**src/rtl/dotp_pkg.sv**
```systemverilog
// Shared types, constants and helpers for the dot-product sequencer.
// Optional build macro: DOTP_SATURATE_EN selects saturating result reduction
// (0xFF when the sum exceeds 255); otherwise the result is truncated modulo 256.
package dotp_pkg;

  localparam int DATA_W  = 8;
  localparam int VEC_LEN = 8;
  localparam int ADDR_W  = 4;
  localparam int A_BASE  = 0;
  localparam int B_BASE  = 8;

  // Accumulator wide enough to hold VEC_LEN full-scale products.
  function automatic int calc_acc_w(input int data_w, input int vec_len);
    return 2 * data_w + $clog2(vec_len);
  endfunction

  localparam int ACC_W = calc_acc_w(DATA_W, VEC_LEN);

  localparam logic [ACC_W-1:0] SAT_LIMIT = ACC_W'({DATA_W{1'b1}});

  typedef enum logic [2:0] {
    ST_IDLE   = 3'd0,
    ST_REQ    = 3'd1,
    ST_READ_A = 3'd2,
    ST_READ_B = 3'd3,
    ST_ACC    = 3'd4,
    ST_DONE   = 3'd5
  } state_t;

  // Fold the accumulator down to a result byte.
  function automatic logic [DATA_W-1:0] reduce_acc(input logic [ACC_W-1:0] acc);
`ifdef DOTP_SATURATE_EN
    if (acc > SAT_LIMIT) begin
      return {DATA_W{1'b1}};
    end else begin
      return acc[DATA_W-1:0];
    end
`else
    return acc[DATA_W-1:0];
`endif
  endfunction

endpackage

```
**src/rtl/dotp_mac.sv**
```systemverilog
// Multiply-accumulate register: acc <= acc + a*b when enabled, cleared on clr.
module dotp_mac #(
  parameter int DATA_W = 8,
  parameter int ACC_W  = 19
) (
  input  logic              clk,
  input  logic              rst,
  input  logic              clr,
  input  logic              en,
  input  logic [DATA_W-1:0] a,
  input  logic [DATA_W-1:0] b,
  output logic [ACC_W-1:0]  acc,
  output logic [ACC_W-1:0]  sum
);

  logic [2*DATA_W-1:0] prod_s;
  logic [ACC_W-1:0]    sum_s;
  logic [ACC_W-1:0]    acc_r;

  // Unsigned product zero-extended into the accumulator width.
  always_comb begin
    prod_s = a * b;
    sum_s  = acc_r + {{(ACC_W-2*DATA_W){1'b0}}, prod_s};
  end

  // Accumulator register with clear taking priority over enable.
  always_ff @(posedge clk) begin
    if (rst) begin
      acc_r <= '0;
    end else if (clr) begin
      acc_r <= '0;
    end else if (en) begin
      acc_r <= sum_s;
    end else begin
      acc_r <= acc_r;
    end
  end

  assign acc = acc_r;
  assign sum = sum_s;

endmodule

```
**src/rtl/dotp_sequencer.sv**
```systemverilog
// Dot-product sequencer: arbitrates for the operand memory, reads A[i] then
// B[i] for each element, accumulates the products and reports the reduced sum.
// Optional build macro: DOTP_SATURATE_EN (see dotp_pkg::reduce_acc).
module dotp_sequencer #(
  parameter int DATA_W  = dotp_pkg::DATA_W,
  parameter int VEC_LEN = dotp_pkg::VEC_LEN,
  parameter int ADDR_W  = dotp_pkg::ADDR_W,
  parameter int B_BASE  = dotp_pkg::B_BASE,
  parameter int ACC_W   = dotp_pkg::ACC_W
) (
  input  logic              clk,
  input  logic              rst,
  input  logic              comp_start,
  output logic              comp_done,
  output logic [DATA_W-1:0] comp_result,
  output logic              mem_req,
  input  logic              mem_gnt,
  output logic              mem_rd_en,
  output logic [ADDR_W-1:0] mem_addr,
  input  logic [DATA_W-1:0] mem_rd_data,
  output logic              busy
);

  import dotp_pkg::*;

  localparam int IDX_W = (VEC_LEN > 1) ? $clog2(VEC_LEN) : 1;
  localparam logic [IDX_W-1:0] LAST_IDX = IDX_W'(VEC_LEN - 1);

  state_t              state_r;
  state_t              next_s;
  logic [IDX_W-1:0]    index_r;
  logic [DATA_W-1:0]   a_r;
  logic                a_issued_r;
  logic [DATA_W-1:0]   comp_result_r;
  logic                mem_req_s;
  logic                mem_rd_en_s;
  logic [ADDR_W-1:0]   mem_addr_s;
  logic                mac_clr_s;
  logic                mac_en_s;
  logic                last_s;
  logic [ACC_W-1:0]    acc_s;
  logic [ACC_W-1:0]    mac_sum_s;

  assign last_s = (index_r == LAST_IDX);

  dotp_mac #(
    .DATA_W (DATA_W),
    .ACC_W  (ACC_W)
  ) u_mac (
    .clk (clk),
    .rst (rst),
    .clr (mac_clr_s),
    .en  (mac_en_s),
    .a   (a_r),
    .b   (mem_rd_data),
    .acc (acc_s),
    .sum (mac_sum_s)
  );

  // State register.
  always_ff @(posedge clk) begin
    if (rst) begin
      state_r <= ST_IDLE;
    end else begin
      state_r <= next_s;
    end
  end

  // Next-state decode and memory-port / MAC control.
  always_comb begin
    next_s      = state_r;
    mem_req_s   = 1'b0;
    mem_rd_en_s = 1'b0;
    mem_addr_s  = '0;
    mac_clr_s   = 1'b0;
    mac_en_s    = 1'b0;
    case (state_r)
      ST_IDLE: begin
        if (comp_start) begin
          next_s    = ST_REQ;
          mac_clr_s = 1'b1;
        end else begin
          next_s = ST_IDLE;
        end
      end
      ST_REQ: begin
        mem_req_s = 1'b1;
        if (mem_gnt) begin
          next_s = ST_READ_A;
        end else begin
          next_s = ST_REQ;
        end
      end
      ST_READ_A: begin
        mem_req_s   = 1'b1;
        mem_addr_s  = ADDR_W'(A_BASE) + ADDR_W'(index_r);
        mem_rd_en_s = mem_gnt;
        if (mem_gnt) begin
          next_s = ST_READ_B;
        end else begin
          next_s = ST_READ_A;
        end
      end
      ST_READ_B: begin
        mem_req_s   = 1'b1;
        mem_addr_s  = ADDR_W'(B_BASE) + ADDR_W'(index_r);
        mem_rd_en_s = mem_gnt;
        if (mem_gnt) begin
          next_s = ST_ACC;
        end else begin
          next_s = ST_READ_B;
        end
      end
      ST_ACC: begin
        mem_req_s = 1'b1;
        mac_en_s  = 1'b1;
        if (last_s) begin
          next_s = ST_DONE;
        end else begin
          next_s = ST_READ_A;
        end
      end
      ST_DONE: begin
        next_s = ST_IDLE;
      end
      default: begin
        next_s = ST_IDLE;
      end
    endcase
  end

  // Element index, A operand capture and result register.
  always_ff @(posedge clk) begin
    if (rst) begin
      index_r       <= '0;
      a_r           <= '0;
      a_issued_r    <= 1'b0;
      comp_result_r <= '0;
    end else begin
      a_issued_r <= (state_r == ST_READ_A) && mem_gnt;
      if (a_issued_r) begin
        a_r <= mem_rd_data;
      end else begin
        a_r <= a_r;
      end
      if ((state_r == ST_IDLE) && comp_start) begin
        index_r <= '0;
      end else if ((state_r == ST_ACC) && !last_s) begin
        index_r <= index_r + IDX_W'(1);
      end else begin
        index_r <= index_r;
      end
      // Load with the final sum so the result is valid during the done pulse.
      if ((state_r == ST_ACC) && last_s) begin
        comp_result_r <= reduce_acc(mac_sum_s);
      end else begin
        comp_result_r <= comp_result_r;
      end
    end
  end

  assign comp_done   = (state_r == ST_DONE);
  assign busy        = (state_r != ST_IDLE);
  assign comp_result = comp_result_r;
  assign mem_req     = mem_req_s;
  assign mem_rd_en   = mem_rd_en_s;
  assign mem_addr    = mem_addr_s;

endmodule

```
**config.mk**
```make
export PLATFORM = sky130hd
export DESIGN_NAME = dotp_sequencer
export DESIGN_NICKNAME = d
export VERILOG_FILES = /design/src/rtl/dotp_pkg.sv /design/src/rtl/dotp_mac.sv /design/src/rtl/dotp_sequencer.sv
export SDC_FILE = /design/constraint.sdc
export NUM_CORES = 1
export LEC_CHECK = 0
export CELL_PAD_IN_SITES_DETAIL_PLACEMENT = 2
export CELL_PAD_IN_SITES_GLOBAL_PLACEMENT = 2
export CORE_MARGIN = 2
export CORE_UTILIZATION = 31
export CTS_BUF_LIST = sky130_fd_sc_hd__clkbuf_4 sky130_fd_sc_hd__clkbuf_8
export DETAILED_ROUTE_END_ITERATION = 7
export GPL_ROUTABILITY_DRIVEN = 0
export PLACE_DENSITY = 0.74
export SYNTH_ARGS = -nofsm -noshare
export SYNTH_HDL_FRONTEND = slang
export SYNTH_SLANG_ARGS = --single-unit
```
**constraint.sdc**
```tcl
create_clock -name clk -period 4.8 [get_ports clk]
set_input_delay 0.72 -clock clk [delete_from_list [all_inputs] [get_ports clk]]
set_output_delay 0.72 -clock clk [all_outputs]
set_load 0.005 [all_outputs]
```
==> flow_metrics.env, run 1 <==
export IMPL_cts_setup_buffers=0
export IMPL_htree_levels=2
export IMPL_cp_max_fo=4
export IMPL_ys_ff_latch=31
export IMPL_drtPass1Iterations=4
export IMPL_fillerInstances=824
export IMPL_syn_mean_instance_area_um2=8.49
export IMPL_post_route_util=0.396
export IMPL_wl_um=6050
export IMPL_rows=31
export IMPL_clk_latency_ps=280
export IMPL_relSlewSlack=0.396
export IMPL_syn_area_um2=2260
export IMPL_cellLeakagePower_uw=0.00123
export IMPL_drive_gt1_frac=0.0847
export IMPL_ios=28
export IMPL_finalCriticalPeriod_ps=4470
export IMPL_die_area_um2=7980
export IMPL_vias=1849
export IMPL_drv_slew=0
export IMPL_cts_clk_slew_worst_paths_ps=80
export IMPL_hpwl_um=5000
export IMPL_grt_pass1_wl_um=10300
export IMPL_status="finished clean"
export IMPL_required_ps=4980
export IMPL_finalClockSkew_ps=7.69
export IMPL_crit_type="in2reg"
export IMPL_final_cell_mix="nand2_1, inv_1, dfxtp_1"
export IMPL_grt_max_degree=22
export IMPL_cts_hold_buf=0
export IMPL_drc=0
export IMPL_worst_pin_slew_ps=903
export IMPL_multi_input_comb_area_um2=1480
export IMPL_power_density_nw_per_um2=209
export IMPL_cts_buffers=5
export IMPL_setup_viol=0
export IMPL_period_share=0.931
export IMPL_worstSetupEndpointType="flip-flop"
export IMPL_rsz0062_at_grt="no"
export IMPL_final_common_cell="nand2_1"
export IMPL_via_per_inst=4.55
export IMPL_start_util=0.316
export IMPL_drtAntennaViolNets=0
export IMPL_num_nets_final=355
export IMPL_drt_iter0_drc=50
export IMPL_fin_hold_ws_ps=461
export IMPL_yosys_most_used_dff="dfxtp_1"
export IMPL_antenna_found_initial=0
export IMPL_syn_nets=315
export IMPL_n_antenna_cell=0
export IMPL_async_reset_ff_frac=0
export IMPL_drv_cap=0
export IMPL_register_area_um2=621
export IMPL_clock_sinks=31
export IMPL_synth_edff_count=0
export IMPL_cp_start_kind="primary input"
export IMPL_drt_wirelength_per_cell_um=14.9
export IMPL_hold_path_class="reg2reg"
export IMPL_clockBufferDepth=2
export IMPL_overflow=0
export IMPL_grt_util_all_layers=0.169
export IMPL_cp_arrival_ps=4650
export IMPL_vdd_drop_max_uv=144
export IMPL_portBuffers=27
export IMPL_yosysWarnings=0
export IMPL_setup_tns_final_ps=0
export IMPL_cts_root_buf="clkbuf_8"
export IMPL_postSynthCellCount=266
export IMPL_first_global_vias=2120
export IMPL_ys_seq_area_frac=0.275
export IMPL_core_area_um2=7140
export IMPL_cts_tree="done"
export IMPL_die_w_um=89.3
export IMPL_timing_final_ws_setup_ps=330
export IMPL_hold_viol=0
export IMPL_synth_distinct_cells=22
export IMPL_synthToLayoutAreaGrowth_pct=25.3
export IMPL_die_y_um=89.3
export IMPL_timing_fmax_mhz=224
export IMPL_dp_slack_ps=-624
==> timing repair <==
item	CTS	global route
pin swaps	0	1
endpoints found under the setup margin	2	2
resized for setup	9	5
==> final cells by class <==
cell class	count	area share
clock inverter	3	0.0155
inverter	34	0.0451
tap	99	0.0438
clock buffer	5	0.0243
multi-input combinational	192	0.521
sequential	31	0.219
timing repair buffer	42	0.130
==> through the flow <==
step	cells	power [uW]	cell area (um^2)
floorplan	266	301	2260
global route	406	619	2830
detailed placement	398	341	2730
CTS	406	601	2840
global placement	398	339	2730
finish	406	591	2830
==> power by group <==
part / total, uW / internal, uW / switching [uW]
logic: 64.7 / 32.2 / 32.5
clock network: 259 / 155 / 105
registers: 267 / 260 / 6.73
total: 591 / 447 / 144
==> sequential cells by signal, summed over array words and instances (netlist names) <==
name / flops
index_r: 3
u_mac.acc: 8
state_r: 3
a_issued_r: 1
a_r: 8
comp_result: 8
==> per-layer routing <==
layer	global-route usage	wire length, um
met1	0.216	2710
met2	0.304	3190
met3	0.0240	115
met4	0.0312	36
met5	0	0
==> cell families after synthesis <==
group,after synthesis,share of synthesized area
AND/OR/NAND/NOR,98,0.190
buffers and inverters,43,0.0726
adder cells (fa/ha/maj),37,0.265
flip-flops,31,0.275
AO/OA/AOI/OAI,30,0.0754
XOR/XNOR,18,0.0820
multiplexers,9,0.0399
==> synthesized netlist by cell type (3+ instances only) <==
cell | instances | share of area
xor2_1 | 3 | 0.012
clkbuf_1 | 7 | 0.012
and2_1 | 18 | 0.050
nor2_1 | 18 | 0.030
nand2_1 | 55 | 0.091
nor2b_1 | 3 | 0.0083
dfxtp_1 | 31 | 0.27
mux2i_1 | 9 | 0.040
inv_1 | 34 | 0.057
a21oi_1 | 17 | 0.038
ha_1 | 19 | 0.11
fa_1 | 18 | 0.16
a211oi_1 | 4 | 0.013
xnor2_1 | 13 | 0.050
a21o_1 | 3 | 0.010
o21ai_0 | 5 | 0.011
==> worst paths after layout <==
| path | startpoint | to | slack, ps | cells past startpoint |
|---|---|---|---|---|
| setup reg to reg | a_r[3] | comp_result[7] | 510 | 14 |
| hold / removal | comp_result[6] | comp_result[6] | 460 | 2 |
| hold reg to reg | comp_result[6] | comp_result[6] | 460 | 2 |
| setup / recovery | mem_rd_data[4] | comp_result[7] | 330 | 14 |
==> critical path, cell delays in order <==
cell and delay (ps):
dlygate4sd2_1 300, nand2_1 120, fa_2 430, fa_1 550, inv_1 50, fa_1 480
inv_1 70, fa_1 550, inv_1 70, ha_1 310, a21oi_1 140, xnor3_1 410
xnor3_1 210, a211oi_1 240
No activity file was read; power rests on OpenSTA's default activity.
==> run 2: changes to the inputs <==
--- a/config.mk
+++ b/config.mk
@@ -12,6 +12,7 @@
 export CTS_BUF_LIST = sky130_fd_sc_hd__clkbuf_4 sky130_fd_sc_hd__clkbuf_8
 export DETAILED_ROUTE_END_ITERATION = 7
 export GPL_ROUTABILITY_DRIVEN = 0
+export HOLD_SLACK_MARGIN = 0.1
 export PLACE_DENSITY = 0.74
 export SYNTH_ARGS = -nofsm -noshare
 export SYNTH_HDL_FRONTEND = slang
==> results of run 2 <==
No change in the layout: final DEF, timing and power equal those of run 1.
==> run 3: changes to the inputs <==
--- a/config.mk
+++ b/config.mk
@@ -7,6 +7,7 @@
 export LEC_CHECK = 0
 export CELL_PAD_IN_SITES_DETAIL_PLACEMENT = 2
 export CELL_PAD_IN_SITES_GLOBAL_PLACEMENT = 2
+export CORE_ASPECT_RATIO = 0.6
 export CORE_MARGIN = 2
 export CORE_UTILIZATION = 31
 export CTS_BUF_LIST = sky130_fd_sc_hd__clkbuf_4 sky130_fd_sc_hd__clkbuf_8
==> run 3 against run 2 <==
Wire length up 6.9%. Critical path type unchanged. Highest routed layer unchanged. Via count up 0.81%. Worst hold slack worse by 1.5 ps.
==> flow_metrics.env, run 3 (synthesis gave the netlist of run 1 again) <==
export IMPL_status="finished clean"
export IMPL_drtAntennaViolNets=0
export IMPL_clockBufferDepth=2
export IMPL_drt_iter0_drc=44
export IMPL_worstSetupStartpoint="mem_rd_data[1]"
export IMPL_grt_pass1_wl_um=10700
export IMPL_die_y_um=70.1
export IMPL_worst_pin_slew_ps=881
export IMPL_rr_startpoint="a_r[1]"
export IMPL_core_area_um2=7150
export IMPL_overflow=0
export IMPL_cp_arrival_ps=4750
export IMPL_wl_um=6470
export IMPL_drv_slew=0
export IMPL_placed_area_um2=2730
export IMPL_cts_hold_buf=0
export IMPL_relSlewSlack=0.411
export IMPL_drive_gt1_frac=0.0812
export IMPL_die_area_um2=8000
export IMPL_cellLeakagePower_uw=0.00125
export IMPL_drt_wirelength_per_cell_um=16.2
export IMPL_rows=24
export IMPL_setup_viol=0
export IMPL_finalCriticalPeriod_ps=4560
export IMPL_antenna_found_initial=0
export IMPL_drc=0
export IMPL_timing_final_ws_setup_ps=242
export IMPL_hold_viol=0
export IMPL_n_antenna_cell=0
export IMPL_grt_util_all_layers=0.177
export IMPL_power_density_nw_per_um2=203
export IMPL_final_common_cell="nand2_1"
export IMPL_vias=1864
export IMPL_timing_fmax_mhz=219
export IMPL_clk_latency_ps=290
export IMPL_drv_cap=0
export IMPL_worstSetupEndpoint="comp_result[7]"
export IMPL_via_per_inst=4.67
export IMPL_crit_top_cell="fa_1"
export IMPL_final_cell_area_um2=2830
export IMPL_start_util=0.316
export IMPL_portBuffers=27
export IMPL_crit_buf_inv=5
export IMPL_first_global_vias=2078
export IMPL_drtPass1Iterations=4
export IMPL_finalClockSkew_ps=2.57
export IMPL_cts_tree="done"
export IMPL_hold_path_class="reg2reg"
export IMPL_die_w_um=114
export IMPL_crit_type="in2reg"
export IMPL_fillerInstances=828
export IMPL_final_cell_mix="nand2_1, inv_1, dfxtp_1"
export IMPL_grt_max_degree=22
export IMPL_cp_start_kind="primary input"
export IMPL_worstSetupEndpointType="flip-flop"
export IMPL_cp_slowest_stage_delay_ps=560
export IMPL_cts_buffers=5
export IMPL_clock_sinks=31
export IMPL_cp_top_family="adder cells"
export IMPL_cts_root_buf="clkbuf_8"
export IMPL_dp_slack_ps=-724
export IMPL_num_nets_final=356
export IMPL_rsz0062_at_grt="no"
export IMPL_cp_max_fo=4
export IMPL_rr_worst_depth=13
export IMPL_timing_rr_end="comp_result[7]"
export IMPL_r2r_slack_ps=530
export IMPL_ios=28
export IMPL_period_share=0.950
export IMPL_cts_clk_slew_worst_paths_ps=70
export IMPL_synthToLayoutAreaGrowth_pct=25.6
export IMPL_hpwl_um=5150
export IMPL_critical_path_cell_chain="dlygate4sd2_1, buf_4, nand2_1, fa_1, fa_1, inv_1, fa_1, inv_1, fa_1, inv_1, ha_1, a21oi_2, xnor3_1, xnor3_1, a211oi_1"
export IMPL_cp_slowest_cell="fa_1"
export IMPL_crit_cells=15
export IMPL_cts_setup_buffers=0
export IMPL_htree_levels=2
export IMPL_required_ps=5000
export IMPL_power_total_uw=574
export IMPL_vdd_drop_max_uv=87.1
run 3: worst min-delay path by stage:
stage	to	from	cells after the start
after detailed placement	comp_result[0]	comp_result[0]	2
after global placement	comp_result[6]	comp_result[6]	2
final	comp_result[0]	comp_result[0]	2
after CTS	comp_result[0]	comp_result[0]	2
after global routing	comp_result[3]	comp_result[3]	2
after floorplan	u_mac.acc[3]	u_mac.acc[3]	2
run 3: repair_timing:
action	4_1_cts	5_1_grt
resized for setup	4	2
pin swaps	3	0
endpoints found under the hold margin	0	0
endpoints found under the setup margin	2	2
run 3: through the flow:
stage               utilization  instances  setup TNS, ps  hold slack [ps]
floorplan                     -        266              0              436
global placement          0.381        391          -1190              444
detailed placement        0.381        391          -1670              456
CTS                       0.396        399              0              465
global route              0.397        399              0              487
finish                    0.397        399              0              459
run 3: power by group:
part | switching, uW | internal (uW) | leakage, uW | total, uW
sequential | 6.83 | 260 | 0.000250 | 267
combinational | 33.9 | 34.0 | 0.000948 | 67.8
clock | 103 | 136 | 0.0000549 | 239
run 3: layout make-up:
class	count	area, um^2	share of cell area
timing repair buffer	43	392	0.138
sequential	31	621	0.219
inverter	34	128	0.0450
tap	91	114	0.0402
multi-input combinational	192	1480	0.521
clock buffer	8	104	0.0366
run 3: tightest hold or removal path, cell delays in order (launching register included):
cell and delay [ps]:
dfxtp_1 310, nand2_1 50, a21oi_1 50
run 3: routing by layer:
metal	wire, um	track usage
met4	42	0.0285
met5	0	0
met1	3390	0.254
met3	162	0.0425
met2	2870	0.276
